### src/rtl/kws_pkg.sv
// Shared definitions for the keyword-spotting back end: default widths,
// the argmax scan FSM encoding and an index-width helper.
package kws_pkg;

    localparam int ACTIV_BITS_DEF = 8;

    typedef enum logic [1:0] {
        IDLE = 2'd0,
        SCAN = 2'd1,
        DONE = 2'd2
    } state_t;

    function automatic int idx_width(input int n);
        return (n > 1) ? $clog2(n) : 1;
    endfunction

endpackage

### src/rtl/argmax_classifier_if.sv
// Vector input handshake plus classification result bundle for argmax_classifier.
interface argmax_classifier_if #(
    parameter int NUM_CLASSES = 128,
    parameter int ACTIV_BITS  = 8,
    parameter int IDX_W       = $clog2(NUM_CLASSES)
);
    logic [NUM_CLASSES*ACTIV_BITS-1:0] data_in;
    logic                              data_valid;
    logic                              data_ready;
    logic [IDX_W-1:0]                  class_idx;
    logic [ACTIV_BITS-1:0]             class_prob;
    logic                              class_valid;
    logic                              class_detected;
    logic [15:0]                       frames_dropped;

    modport master (
        output data_in, data_valid,
        input  data_ready, class_idx, class_prob, class_valid,
               class_detected, frames_dropped
    );

    modport slave (
        input  data_in, data_valid,
        output data_ready, class_idx, class_prob, class_valid,
               class_detected, frames_dropped
    );
endinterface

### src/rtl/detect_debounce.sv
// Confidence threshold and consecutive-same-winner hold counter; produces
// the debounced detection flag once per frame strobe.
module detect_debounce
    import kws_pkg::*;
#(
    parameter int                    IDX_W       = 7,
    parameter int                    ACTIV_BITS  = ACTIV_BITS_DEF,
    parameter logic [ACTIV_BITS-1:0] THRESHOLD   = 128,
    parameter int                    HOLD_FRAMES = 3
) (
    input  logic                  clk,
    input  logic                  rst,
    input  logic                  frame_strobe,
    input  logic [IDX_W-1:0]      idx,
    input  logic [ACTIV_BITS-1:0] prob,
    output logic                  class_detected
);
    localparam int CNT_W = $clog2(HOLD_FRAMES + 1);
    localparam logic [CNT_W-1:0] HOLD_MAX = CNT_W'(HOLD_FRAMES);

    logic [IDX_W-1:0] prev_idx;
    logic [CNT_W-1:0] hold_cnt;
    logic [CNT_W-1:0] hold_next;
    logic             confident;

    // Hold counter saturates at HOLD_MAX so a steady winner keeps detection asserted.
    always_comb begin
        confident = (prob >= THRESHOLD);
        hold_next = '0;
        if (confident) begin
            if (idx == prev_idx)
                hold_next = (hold_cnt == HOLD_MAX) ? hold_cnt : hold_cnt + CNT_W'(1);
            else
                hold_next = CNT_W'(1);
        end
    end

    always_ff @(posedge clk or posedge rst) begin
        if (rst) begin
            prev_idx       <= '0;
            hold_cnt       <= '0;
            class_detected <= 1'b0;
        end else if (frame_strobe) begin
            prev_idx       <= idx;
            hold_cnt       <= hold_next;
            class_detected <= (hold_next == HOLD_MAX);
        end
    end
endmodule

### src/rtl/argmax_classifier.sv
// Latches a softmax probability vector, scans it one class per clock for the
// maximum (ties to lowest index) and reports the debounced keyword decision.
module argmax_classifier
    import kws_pkg::*;
#(
    parameter int                    NUM_CLASSES = 128,
    parameter int                    ACTIV_BITS  = ACTIV_BITS_DEF,
    parameter logic [ACTIV_BITS-1:0] THRESHOLD   = 8'd128,
    parameter int                    HOLD_FRAMES = 3
) (
    input  logic               clk,
    input  logic               rst,
    argmax_classifier_if.slave bus
);
    localparam int               IDX_W    = idx_width(NUM_CLASSES);
    localparam logic [IDX_W-1:0] LAST_IDX = IDX_W'(NUM_CLASSES - 1);

    state_t                state, state_next;
    logic [ACTIV_BITS-1:0] vec [NUM_CLASSES];
    logic [ACTIV_BITS-1:0] best_val;
    logic [IDX_W-1:0]      best_idx;
    logic [IDX_W-1:0]      scan_idx;
    logic [ACTIV_BITS-1:0] cur_val;
    logic [IDX_W-1:0]      class_idx_r;
    logic [ACTIV_BITS-1:0] class_prob_r;
    logic                  class_valid_r;
    logic [15:0]           frames_dropped_r;
    logic                  accept;

    assign accept  = (state == IDLE) && bus.data_valid;
    assign cur_val = vec[scan_idx];

    always_ff @(posedge clk or posedge rst) begin
        if (rst) state <= IDLE;
        else     state <= state_next;
    end

    always_comb begin
        state_next = state;
        case (state)
            IDLE:    if (bus.data_valid) state_next = SCAN;
            SCAN:    if (scan_idx == LAST_IDX) state_next = DONE;
            DONE:    state_next = IDLE;
            default: state_next = IDLE;
        endcase
    end

    // Element 0 seeds the best registers at capture, so the scan starts at index 1.
    always_ff @(posedge clk or posedge rst) begin
        if (rst) begin
            for (int i = 0; i < NUM_CLASSES; i++) vec[i] <= '0;
            best_val         <= '0;
            best_idx         <= '0;
            scan_idx         <= '0;
            class_idx_r      <= '0;
            class_prob_r     <= '0;
            class_valid_r    <= 1'b0;
            frames_dropped_r <= '0;
        end else begin
            class_valid_r <= 1'b0;
            if (accept) begin
                for (int i = 0; i < NUM_CLASSES; i++)
                    vec[i] <= bus.data_in[i*ACTIV_BITS +: ACTIV_BITS];
                best_val <= bus.data_in[ACTIV_BITS-1:0];
                best_idx <= '0;
                scan_idx <= IDX_W'(1);
            end
            if (state == SCAN) begin
                if (cur_val > best_val) begin
                    best_val <= cur_val;
                    best_idx <= scan_idx;
                end
                scan_idx <= scan_idx + IDX_W'(1);
            end
            if (state == DONE) begin
                class_idx_r   <= best_idx;
                class_prob_r  <= best_val;
                class_valid_r <= 1'b1;
            end
            if (bus.data_valid && (state != IDLE) && (frames_dropped_r != 16'hFFFF))
                frames_dropped_r <= frames_dropped_r + 16'd1;
        end
    end

    detect_debounce #(
        .IDX_W       (IDX_W),
        .ACTIV_BITS  (ACTIV_BITS),
        .THRESHOLD   (THRESHOLD),
        .HOLD_FRAMES (HOLD_FRAMES)
    ) u_debounce (
        .clk            (clk),
        .rst            (rst),
        .frame_strobe   (state == DONE),
        .idx            (best_idx),
        .prob           (best_val),
        .class_detected (bus.class_detected)
    );

    assign bus.data_ready     = (state == IDLE);
    assign bus.class_idx      = class_idx_r;
    assign bus.class_prob     = class_prob_r;
    assign bus.class_valid    = class_valid_r;
    assign bus.frames_dropped = frames_dropped_r;
endmodule

### src/flat_wrapper.sv
// flat-port wrapper written by rule: the top's interface ports become plain ports
module argmax_classifier_flat import kws_pkg::*;
#(
    parameter int                    NUM_CLASSES = 128,
    parameter int                    ACTIV_BITS  = ACTIV_BITS_DEF,
    parameter logic [ACTIV_BITS-1:0] THRESHOLD   = 8'd128,
    parameter int                    HOLD_FRAMES = 3
)
  (clk, rst, bus_data_in, bus_data_valid, bus_data_ready, bus_class_idx, bus_class_prob, bus_class_valid, bus_class_detected, bus_frames_dropped);
  argmax_classifier_if #(.NUM_CLASSES(NUM_CLASSES), .ACTIV_BITS(ACTIV_BITS)) bus_i ();
  input  logic clk;
  input  logic rst;
  input wire logic [$bits(bus_i.data_in)-1:0] bus_data_in;
  input wire logic [$bits(bus_i.data_valid)-1:0] bus_data_valid;
  output wire logic [$bits(bus_i.data_ready)-1:0] bus_data_ready;
  output wire logic [$bits(bus_i.class_idx)-1:0] bus_class_idx;
  output wire logic [$bits(bus_i.class_prob)-1:0] bus_class_prob;
  output wire logic [$bits(bus_i.class_valid)-1:0] bus_class_valid;
  output wire logic [$bits(bus_i.class_detected)-1:0] bus_class_detected;
  output wire logic [$bits(bus_i.frames_dropped)-1:0] bus_frames_dropped;
  assign bus_i.data_in = bus_data_in;
  assign bus_i.data_valid = bus_data_valid;
  assign bus_data_ready = bus_i.data_ready;
  assign bus_class_idx = bus_i.class_idx;
  assign bus_class_prob = bus_i.class_prob;
  assign bus_class_valid = bus_i.class_valid;
  assign bus_class_detected = bus_i.class_detected;
  assign bus_frames_dropped = bus_i.frames_dropped;
  argmax_classifier #(.NUM_CLASSES(NUM_CLASSES), .ACTIV_BITS(ACTIV_BITS), .THRESHOLD(THRESHOLD), .HOLD_FRAMES(HOLD_FRAMES)) u_core (.clk(clk), .rst(rst), .bus(bus_i));
endmodule
### config.mk
export PLATFORM = sky130hd
export DESIGN_NAME = argmax_classifier_flat
export DESIGN_NICKNAME = d
export VERILOG_FILES = /design/src/rtl/kws_pkg.sv /design/src/rtl/argmax_classifier_if.sv /design/src/rtl/detect_debounce.sv /design/src/rtl/argmax_classifier.sv /design/src/flat_wrapper.sv
export SDC_FILE = /design/constraint.sdc
export NUM_CORES = 2
export LEC_CHECK = 0
export CAP_MARGIN = 20
export CORE_AREA = 2 2 409 411
export CTS_BUF_LIST = sky130_fd_sc_hd__clkbuf_4
export DETAILED_ROUTE_END_ITERATION = 8
export DIE_AREA = 0 0 411 413
export PLACE_DENSITY = 0.58
export REMOVE_ABC_BUFFERS = 1
export SLEW_MARGIN = 40
export SYNTH_ARGS = -nofsm -noshare
export SYNTH_HDL_FRONTEND = slang
export SYNTH_HIERARCHICAL = 1
export SYNTH_SLANG_ARGS = --single-unit
### constraint.sdc
create_clock -name clk -period 33.8 [get_ports clk]
set_input_delay 3.38 -clock clk [delete_from_list [all_inputs] [get_ports clk]]
set_output_delay 3.38 -clock clk [all_outputs]
set_load 0.005 [all_outputs]
Word-level counts from Yosys, hierarchy flattened
Cells that the tools add are included.
Widths: inputs -> output; s select.
- bits in registers: 1083
- bits of input ports: 1027
- output and inout port bits: 34
- word-level logic and storage cells: 179
- add/sub/neg operators: 3
- magnitude comparators: 3
- equal/unequal tests: 9
- muxes and demuxes: 18
- bitwise logic cells: 1
- reductions and logical operators: 7
- operator list (kind ; number):
    $bmux 8 s7 ; 1
    $mux 8 ; 5
    $mux 7 ; 5
    $add 16x1->16 const B ; 1
    $ge 8x8->1 const B ; 2
    $ne 16x16->1 const B ; 1
    $mux 2 ; 5
    $gt 8x8->1 ; 1
    $not 7->8 ; 1
    $add 7x1->7 const B ; 1
    $eq 7x7->1 ; 1
    $eq 7x7->1 const B ; 1
    $eq 2x2->1 const B ; 3
    $pmux 2 s2 ; 1
    $reduce_bool 2->1 ; 2
    $logic_and 1x1->1 ; 3
    $add 2x1->2 const B ; 1
    $eq 2x1->1 const B ; 1
    $logic_not 2->1 ; 1
    $ne 2x1->1 const B ; 1
    $ne 2x2->1 const B ; 1
    $reduce_and 2->1 ; 1
    $mux 1 ; 1

Logic depth before layout (Yosys ltp)
- depth after elaboration: 7
- mapped depth: 17
- mapped depth without buffers: 12

Cells and area by module
The synthesis kept the hierarchy.
- by module, submodules not included (module ; times used ; cells an instance ; area an instance (um^2) ; seq. area each (um^2)):
    argmax_classifier ; 1 ; 5312 ; 48795.5 ; 27025.9
    detect_debounce ; 1 ; 39 ; 474.2 ; 250.2

Least setup slack after synthesis
Ideal clock, no wire load.
- path type: input port to flip-flop
- start: in bus_data_valid
- end: reg u_core/vec[373] in the netlist's numbering
- setup time: 0.065 ns
- data arrival time: 4.673 ns
- data required time: 33.735 ns
- slack: 29.062 ns
- stages: 7
- buffers on the path: 4
- cells stage by stage: and2_1 > clkbuf_1 > clkbuf_1 > clkbuf_1 > clkbuf_1 > nand2_1 > nand2_1
- longest elaborated chain between the ends: 1
- RTL lines (item ; line ; source):
    start: declaration ; flat_wrapper.sv:14 ; input wire logic [$bits(bus_i.data_valid)-1:0] bus_data_valid;
    $logic_and 1x1->1 ; argmax_classifier.sv:30 ; assign accept = (state == IDLE) && bus.data_valid;
    end signal: indexed assignment ; argmax_classifier.sv:63 ; vec[i] <= bus.data_in[i*ACTIV_BITS +: ACTIV_BITS];
    end: declaration ; argmax_classifier.sv:19 ; logic [ACTIV_BITS-1:0] vec [NUM_CLASSES];
Every way passes these cells.
A chain may end at the register's enable or synchronous reset.

==> metrics.cfg <==
[logic_synthesis]
yosys.area.top_type_share_pct = 55.4
ys_warn_count = 6
async_reset_ff_share_pct = 100
synth_cell_types = 43
ys_seq_elements = 1090
synth-edff-count = 0
synth.avg_cell_area_sq_um = 9.21
synth_seq_area_share_pct = 55.4
synth-main-ff-cell = dfrtp_1
netlist_area_sq_um = 49300
syn_inst = 5351
yosys.area.top_type = dfrtp_1
synth_area_leaders = dfrtp_1 55%, nand2_1 24%, mux4_2 8.8%

[cells_and_area]
area_delta_synth_final_pct = 34.5
drive_above_1_share_pct = 11.9
final_nets = 7511

[setup_path]
ff2ff_setup_slack_ns = 27.23
r2r_cells = 15
crit_required_ns = 35.14
crit_arrival_ns = 8.03
crit_path_max_fanout = 101
path_class = input pin to async pin
start_kind = input pin
r2r_start = u_core/scan_idx[0]
cp-end-kind = async pin
rr_endpoint = u_core/best_val[5]

[placement]
gp_congestion = 0.879
dp_hpwl_um = 143000
port_buffers = 1060

[clocking]
htree_levels = 5
postCtsResizedCells = 0
clockRootBuffer = clkbuf_4
clock_latency_ns = 1.35
cts_buffers = 320
post-cts-setup-buffers = 0
clkTransAtPathRegs_ns = 0.05
cts_tree = done
cts.sinks = 1090
cts_buffer_depth = 4
hold_buffers = 0

[route]
wire_per_inst_um = 21.8
drc = 0
drtIter0Drc = 3275
routed_wl_um = 195000
drt_pass1_iterations = 5
num_vias = 42200
via_per_inst = 4.72
drtAntennaViolNets = 0

[power_and_ir_drop]
clkPwrFrac_pct = 24.5
p_sw_share_pct = 37.0
power_mw = 5.08
leakagePower_nw = 32.4
combPwrFrac_pct = 36.4
powerDensity_nw_per_um2 = 76.7
ir_drop_mv = 0.0511
intPower_mw = 3.20
pwr-share-seq_pct = 39.1
switchingPower_mw = 1.88

[timing]
fin_crit_sh_pct = 19.8
slew_viol_final = 0
tns_ns = 0
fin_skew_ns = 0.0790
fmax_ghz = 0.149
finalSetupViolCount = 0
maxSlewHeadroom_pct = 41.6
worst_pin_slew_ns = 0.875
finalCriticalPeriod_ns = 6.69
hold_viol_final = 0
rsz0062_at_grt = no

[min_path]
min_to = u_core/vec[722]
min_from = u_core/vec[722]
hold_path_class = register to register
whs_path_depth = 2

[global_route]
antenna_found_initial = 79
grt-ovfl-total = 0
grt_use_total_pct = 22.5
grt_pass1_wl_um = 279000
grt_max_degree = 206
grt_pass1_vias = 42700

[floorplanning]
die_h_um = 413
ios = 1061
die_w_um = 411
fp.coreArea_sq_um = 166000
num_rows = 150
die-area_sq_um = 170000
start_util_pct = 29.7

[run_status]
status = finished clean

[flow_run]
cap_viol_max_count = 0

-- per-layer routing --
metal / global-route usage [%] / part of all wire (%)
met5: 0 / 0.17
met4: 9.45 / 3.3
met3: 5.72 / 6.7
met2: 37.0 / 49
met1: 28.0 / 41
-- worst max path at each step --
stage | start | to | slack, ns
after CTS | rst | u_core/vec[98] | 26.80
after detailed placement | rst | u_core/vec[259] | 25.39
final | rst | u_core/vec[814] | 27.11
after floorplan | rst | u_core/best_idx[0] | 0.02
after global routing | u_core/scan_idx[0] | u_core/best_val[5] | 26.59
after global placement | rst | u_core/vec[259] | 24.45
-- registers in the layout, summed over array words and instances (netlist names) --
| register | cells |
|---|---|
| u_core/u_debounce/hold_cnt | 2 |
| u_core/bus.class_valid | 1 |
| u_core/scan_idx | 7 |
| u_core/state | 2 |
| u_core/vec | 1024 |
| u_core/bus.class_idx | 7 |
| u_core/best_val | 8 |
| u_core/bus.frames_dropped | 16 |
| u_core/u_debounce/class_detected | 1 |
| u_core/bus.class_prob | 8 |
| u_core/u_debounce/prev_idx | 7 |
| u_core/best_idx | 7 |
-- per-stage QoR --
stage               instances  instance area, sq um  setup WS (ns)  hold WS, ns  utilization [%]
global placement         8342                 61900          24.45        0.451             37.3
finish                   8939                 66300          27.11        0.470             39.9
global route             8936                 66300          26.59        0.483             39.9
CTS                      8885                 66000          26.80        0.474             39.8
detailed placement       8351                 62100          25.39        0.457             37.4
floorplan                5018                 47900         0.0158        0.440                -
-- placed cells by master (no fill, tap or decap), types with 3 or more instances in the layout --
cell type,synthesis,layout
xnor2_1,10,10
or4_1,8,8
nand2b_1,8,6
buf_4,12,40
a22oi_1,64,64
dfrtp_1,1090,1087
nand3_1,8,8
nor2_1,41,39
mux4_2,192,192
diode_2,0,49
nand4_1,8,8
o21ai_1,4,4
clkbuf_4,0,473
mux2_1,6,6
buf_12,0,13
clkinv_2,0,4
mux2i_1,169,167
o22ai_1,56,56
or3_1,26,26
bufinv_16,0,4
inv_2,2,8
a21oi_2,0,4
nand2_1,3154,3152
clkdlybuf4s50_1,0,1060
buf_6,9,13
xor2_1,12,12
mux2_2,17,17
a32oi_1,16,16
a21oi_1,28,24
clkinv_1,1,48
ha_1,10,10
nor2b_1,5,3
inv_1,19,18
a31oi_1,17,17
o21ai_0,30,30
buf_16,0,7
-- synthesized netlist by cell type (9+ instances only) --
cell and count:
dfrtp_1 1090, buf_6 9, clkbuf_1 269, ha_1 10, a21oi_1 28, o21ai_0 30
o22ai_1 56, a31oi_1 17, mux2_2 17, or3_1 26, xnor2_1 10, nand2_1 3154
nor2_1 41, mux2i_1 169, buf_2 39, xor2_1 12, a22oi_1 64, inv_1 19
a32oi_1 16, buf_4 12, mux4_2 192
-- layout make-up --
cell class,instances,area [sq um]
tap,2204,2760
multi-input combinational,3906,20600
antenna,49,123
sequential,1090,27300
clock buffer,473,3550
clock inverter,61,339
fill,16600,99600
inverter,22,90.1
timing repair buffer,1134,11500
-- worst max-delay path, stage by stage --
cell and delay [ns]:
clkdlybuf4s50_1 0.51, inv_8 0.55, buf_12 0.41, buf_6 0.54, buf_6 0.55, buf_4 0.67, buf_4 0.52, buf_4 0.65
-- power by group through the flow --
stage | logic [mW] | registers [mW] | clock network, mW
after floorplan | 1.44 | 2.02 | 0
after global placement | 1.87 | 1.99 | 0
after detailed placement | 1.91 | 2.00 | 0
after CTS | 1.91 | 1.98 | 1.28
after global routing | 2.05 | 2.03 | 1.36
final | 1.85 | 1.99 | 1.25
-- logic make-up (layout without fill, tap and decap cells) --
logic type	Yosys count	in the layout	synth area share, %
XOR/XNOR	22	22	0.391
adder cells (fa/ha/maj)	10	10	0.254
AND/OR/NAND/NOR	3269	3269	25.3
multiplexers	384	384	12.7
other	0	49	0
flip-flops	1090	1090	55.4
AO/OA/AOI/OAI	221	221	2.93
buffers and inverters	355	1690	3.03
(Power assumes the default switching activity.)
